File: config.mk
export PLATFORM = sky130hd
export DESIGN_NAME = div_iter_restoring
export DESIGN_NICKNAME = d
export VERILOG_FILES = /design/src/rtl/div_iter_restoring.sv
export SDC_FILE = /design/constraint.sdc
export NUM_CORES = 1
export LEC_CHECK = 0
export ABC_AREA = 0
export CAP_MARGIN = 40
export CORE_MARGIN = 1.5
export CORE_UTILIZATION = 30
export CTS_CLUSTER_SIZE = 16
export DETAILED_ROUTE_END_ITERATION = 8
export GPL_TIMING_DRIVEN = 0
export MAX_ROUTING_LAYER = met4
export SETUP_SLACK_MARGIN = 0.15
export SYNTH_ARGS = -nofsm -noshare
export SYNTH_HDL_FRONTEND = slang
export SYNTH_SLANG_ARGS = --single-unit
File: constraint.sdc
create_clock -name clock -period 28.4 [get_ports clock]
set_input_delay 5.68 -clock clock [delete_from_list [all_inputs] [get_ports clock]]
set_output_delay 5.68 -clock clock [all_outputs]
set_load 0.05 [all_outputs]
File: src/rtl/div_iter_restoring.sv
`default_nettype none
// ============================================================================
// Module      : div_iter_restoring
// Description : Multi-cycle signed integer divider, radix-2 restoring
//               shift-subtract, one quotient bit per clock. Quotient is
//               truncated toward zero; divide-by-zero raises data_exception.
//               Optional remainder output enabled by defining DIV_REMAINDER_EN.
// Revision    : 1.0  initial release
// ============================================================================
module div_iter_restoring #(
  parameter int WIDTH = 32
) (
  input  logic             clock,
  input  logic             reset,
  input  logic             ctrl_div,
  input  logic [WIDTH-1:0] operandA,
  input  logic [WIDTH-1:0] operandB,
  output logic [WIDTH-1:0] data_result,
  output logic             data_exception,
  output logic             data_resultRDY
`ifdef DIV_REMAINDER_EN
  ,
  output logic [WIDTH-1:0] data_remainder
`endif
);

  localparam int                c_CNT_W    = $clog2(WIDTH + 1);
  localparam logic [c_CNT_W-1:0] c_CNT_LAST = c_CNT_W'(WIDTH - 1);

  typedef enum logic [1:0] {
    S_IDLE = 2'd0,
    S_RUN  = 2'd1,
    S_FIX  = 2'd2,
    S_DONE = 2'd3
  } state_t;

  state_t r_state;
  state_t w_state_nxt;

  logic [WIDTH-1:0]   r_q;        // dividend magnitude shifting out, quotient shifting in
  logic [WIDTH-1:0]   r_rem;      // partial remainder, always < |divisor|
  logic [WIDTH-1:0]   r_mb;       // divisor magnitude (2^(WIDTH-1) representable unsigned)
  logic               r_sign_q;
  logic               r_dz;
  logic [c_CNT_W-1:0] r_cnt;
`ifdef DIV_REMAINDER_EN
  logic               r_sign_r;
`endif

  logic [WIDTH-1:0]   w_abs_a;
  logic [WIDTH-1:0]   w_abs_b;
  logic [WIDTH:0]     w_rsh;
  logic [WIDTH-1:0]   w_nmb;
  logic [WIDTH-1:0]   w_diff;
  logic               w_ge;

  // Operand magnitudes; negating INT_MIN gives 2^(WIDTH-1) read as unsigned.
  assign w_abs_a = operandA[WIDTH-1] ? (~operandA + WIDTH'(1)) : operandA;
  assign w_abs_b = operandB[WIDTH-1] ? (~operandB + WIDTH'(1)) : operandB;

  // Partial remainder after the left shift, one bit wider than a word.
  assign w_rsh = {r_rem, r_q[WIDTH-1]};
  assign w_nmb = ~r_mb;

  // Subtract w_rsh - {0,|B|} as add with inverted divisor and carry-in 1;
  // carry out of the (WIDTH+1)-bit sum means the difference is non-negative.
  always_comb begin : cla_sub
    logic w_carry;
    w_carry = 1'b1;
    w_diff  = '0;
    for (int i = 0; i < WIDTH; i++) begin
      w_diff[i] = w_rsh[i] ^ w_nmb[i] ^ w_carry;
      w_carry   = (w_rsh[i] & w_nmb[i]) | ((w_rsh[i] ^ w_nmb[i]) & w_carry);
    end
    // Top bit: divisor extension bit is 0, inverted to 1.
    w_ge = w_rsh[WIDTH] | w_carry;
  end

  // State register.
  always_ff @(posedge clock or posedge reset) begin
    if (reset) r_state <= S_IDLE;
    else       r_state <= w_state_nxt;
  end

  // Next-state decode and ready strobe; a start request overrides any state.
  always_comb begin
    w_state_nxt    = r_state;
    data_resultRDY = (r_state == S_DONE);
    if (ctrl_div) begin
      w_state_nxt = (operandB == '0) ? S_FIX : S_RUN;
    end else begin
      unique case (r_state)
        S_IDLE: w_state_nxt = S_IDLE;
        S_RUN:  w_state_nxt = (r_cnt == c_CNT_LAST) ? S_FIX : S_RUN;
        S_FIX:  w_state_nxt = S_DONE;
        S_DONE: w_state_nxt = S_IDLE;
        default: w_state_nxt = S_IDLE;
      endcase
    end
  end

  // Datapath: latch operands on start, iterate in RUN, sign-correct in FIX.
  always_ff @(posedge clock or posedge reset) begin
    if (reset) begin
      r_q            <= '0;
      r_rem          <= '0;
      r_mb           <= '0;
      r_sign_q       <= 1'b0;
      r_dz           <= 1'b0;
      r_cnt          <= '0;
      data_result    <= '0;
      data_exception <= 1'b0;
`ifdef DIV_REMAINDER_EN
      r_sign_r       <= 1'b0;
      data_remainder <= '0;
`endif
    end else if (ctrl_div) begin
      r_q            <= w_abs_a;
      r_rem          <= '0;
      r_mb           <= w_abs_b;
      r_sign_q       <= operandA[WIDTH-1] ^ operandB[WIDTH-1];
      r_dz           <= (operandB == '0);
      r_cnt          <= '0;
      data_exception <= (operandB == '0);
`ifdef DIV_REMAINDER_EN
      r_sign_r       <= operandA[WIDTH-1];
`endif
    end else begin
      unique case (r_state)
        S_RUN: begin
          r_rem <= w_ge ? w_diff : w_rsh[WIDTH-1:0];
          r_q   <= {r_q[WIDTH-2:0], w_ge};
          r_cnt <= r_cnt + c_CNT_W'(1);
        end
        S_FIX: begin
          if (r_dz)          data_result <= '0;
          else if (r_sign_q) data_result <= ~r_q + WIDTH'(1);
          else               data_result <= r_q;
`ifdef DIV_REMAINDER_EN
          if (r_dz)          data_remainder <= '0;
          else if (r_sign_r) data_remainder <= ~r_rem + WIDTH'(1);
          else               data_remainder <= r_rem;
`endif
        end
        default: ;
      endcase
    end
  end

endmodule
`default_nettype wire

==> impl_metrics.tcl <==
set metrics [dict create \
    power_density_nw_per_um2 70.5 \
    fin_util_pct 37.9 \
    hold_path_class "reg -> reg" \
    arrival_ps 14470 \
    core_area_sq_um 28600 \
    htreeDepth 4 \
    dp_hpwl_microns 17900 \
    initial_core_util_pct 30.4 \
    tightest_slew_ps 872 \
    regToRegSetupSlack_ps 14210 \
    fin_ws_ps 14210 \
    drt_iter0_markers 486 \
    cts_num_sinks 138 \
    crit_path_top_delay_cell "dfrtp_1" \
    avgSynthCellArea_sq_um 9.04 \
    syn_area_sq_um 8690 \
    syn_nets 1064 \
    yosys_warnings 0 \
    placed_area_sq_um 10200 \
    yosysSeqAreaShare_pct 39.7 \
    port_buffers 100 \
    synth_seq_cells 138 \
    cpMostUsedCell "fa_1" \
    drive_gt1_share_pct 5.48 \
    tns_ps 0 \
    synth_cell_types 53 \
    finClkSkew_ps 9.35 \
    pre_cts_ws_ps 14260 \
    clock_tree.buffer_depth 2 \
    viasPerCell 5.20 \
    cp-end-kind "flip-flop" \
    cts_tree "done" \
    relSlewSlack_pct 41.3 \
    root_buffer "clkbuf_16" \
    status "finished, final reports clean" \
    power_w 0.000764 \
    yosys.area.top_type "dfrtp_1" \
    chipHeight_microns 173 \
    fp-row-count 62 \
    asyncSetResetFlopFracSynth_pct 100 \
    seq_area_sq_um 3450 \
    grt_pass1_vias 7387 \
    synth_cells 961 \
    max-cap-violations 0 \
    cpPeakStageDelay_ps 500 \
    ir_drop_mv 0.0451 \
    place_congestion 0.858 \
    clk_latency_ps 420 \
    grt.total_usage_pct 16.7 \
    max_freq_mhz 70.5 \
    postRouteAntennaNets 0 \
    rsz0062_at_grt "no" \
    antenna_found_initial 0 \
    n_fill_cell 2900 \
    cts-resized-gates 0 \
    ctsHoldBuffers 0 \
    multi_input_area_sq_um 4820 \
    dr.pass1.iters 5 \
    power_leakage_nw 4.14 \
    cp_max_fo 10 \
    cts_made_buffers 17 \
    setup_violations 0 \
    die_x_microns 173 \
    finalHoldViolations 0 \
    grt_max_degree 75 \
    diodes 0 \
    path_buf_inv 4 \
    postCtsSetupBuffers 0 \
    required_ps 28680 \
    yosys-top-cells-area "dfrtp_1 (40%), xor2_1 (7.8%), fa_1 (7.1%)" \
    totalWireLength_microns 23900 \
    routed-via-count 7685 \
    die-area_sq_um 30000 \
    crit_type "reg -> reg" \
    path_delay_family "adder cells" \
    clk_pin_slew_ps 60 \
    areaGrowthSynthToFinish_pct 24.7 \
    final_nets 1184 \
    drc 0 \
    post_drt_wl_per_cell_microns 16.2 \
    io-pin-count 101 \
    ys_dominant_reg_cell "dfrtp_1" \
    cp-start-kind "flip-flop" \
    synth_top_area_share_pct 39.7 \
    maxSlewViolCount 0 \
    gr-total-overflow 0 \
    period_needed_ps 14190 \
    fin_area_sq_um 10800 \
    grt_pass1_wl_microns 39300 \
    synth_edf_count 0 \
    period_share_pct 50.0 \
]
==> cells in the mapped netlist, drive strengths merged (15+ instances only) <==
library cell / count
dfrtp: 138
nand2: 127
a21oi: 99
xor2: 77
nor2: 61
clkbuf: 51
o21ai: 50
inv: 44
o31ai: 34
fa: 31
o211ai: 31
a211oi: 27
and2: 24
o41ai: 24
nor3: 15
==> routing by layer <==
layer  up-vias  track usage, %  routed length [microns]
li1       3652               -                        -
met1      3755            22.7                    11200
met5         -               -                        0
met3        30            3.61                     1430
met4         0            4.17                      389
met2       248            25.4                    10900
==> final timing paths <==
| kind | from | endpoint | depth (start not counted) |
|---|---|---|---|
| worst min-delay path | data_result[30] | data_result[30] | 2 |
| min in group asynchronous | reset | data_result[1] | 2 |
| worst min register to register | data_result[30] | data_result[30] | 2 |
| worst max-delay path | r_q[31] | r_rem[16] | 40 |
| worst max register to register | r_q[31] | r_rem[16] | 40 |
| max in group asynchronous | reset | r_mb[24] | 3 |
==> cells in the final DEF, fill, tap and decap left out, drive strengths merged, types with 11 or more instances in the layout <==
cell type	n
buf	11
dfrtp	138
nand3	12
inv	50
o31ai	34
o211ai	31
clkbuf	70
a211oi	27
fa	31
xnor2	11
clkdlybuf4s50	100
nor3	15
nand2	127
nor2	61
and2	24
a21oi	99
or3	11
xor2	77
o41ai	24
o21ai	50
==> area by class of cell <==
cell class	instances	share of cell area, %
inverter	44	1.57
clock inverter	13	1.65
clock buffer	19	4.18
buffer	61	2.33
sequential	138	31.9
timing repair buffer	101	9.49
multi-input combinational	718	44.5
tap	384	4.43
==> per-stage QoR <==
stage / hold slack (ps) / instances
global route: 499 / 1478
finish: 476 / 1478
floorplan: 485 / 961
global placement: 464 / 1445
CTS: 484 / 1478
detailed placement: 470 / 1446
==> logic make-up after synthesis <==
group	count (synthesis)	share of synthesized area (%)
DFF	138	39.7
adders and majority gates	36	7.86
buffers and inverters	105	4.81
and+or+nand+nor	313	17.9
muxes	8	0.936
AOI/OAI and AO/OA	273	19.9
xor gates and xnor gates	88	8.87
==> state kept, by name (all words and copies together) (netlist names) <==
| name | cells |
|---|---|
| r_sign_q | 1 |
| data_result | 32 |
| r_state | 2 |
| r_dz | 1 |
| r_q | 32 |
| r_mb | 32 |
| r_cnt | 6 |
| r_rem | 32 |
==> worst register-to-register path: cells and delay by family, from the launching register on <==
family,cells,cell delay (ps)
adder cells (fa/ha/maj),32,12230
buffers and inverters,4,890
flip-flops,1,500
AND/OR/NAND/NOR,2,230
AO/OA/AOI/OAI,2,210
==> where the power goes <==
group	switching [W]	internal, W	leakage, nW
clock network	0.0000923	0.000145	0.307
registers	0.0000362	0.000233	1.71
logic	0.000145	0.000112	2.13
total	0.000273	0.000491	4.14
Note: power is estimated with default switching activity, not from simulation.
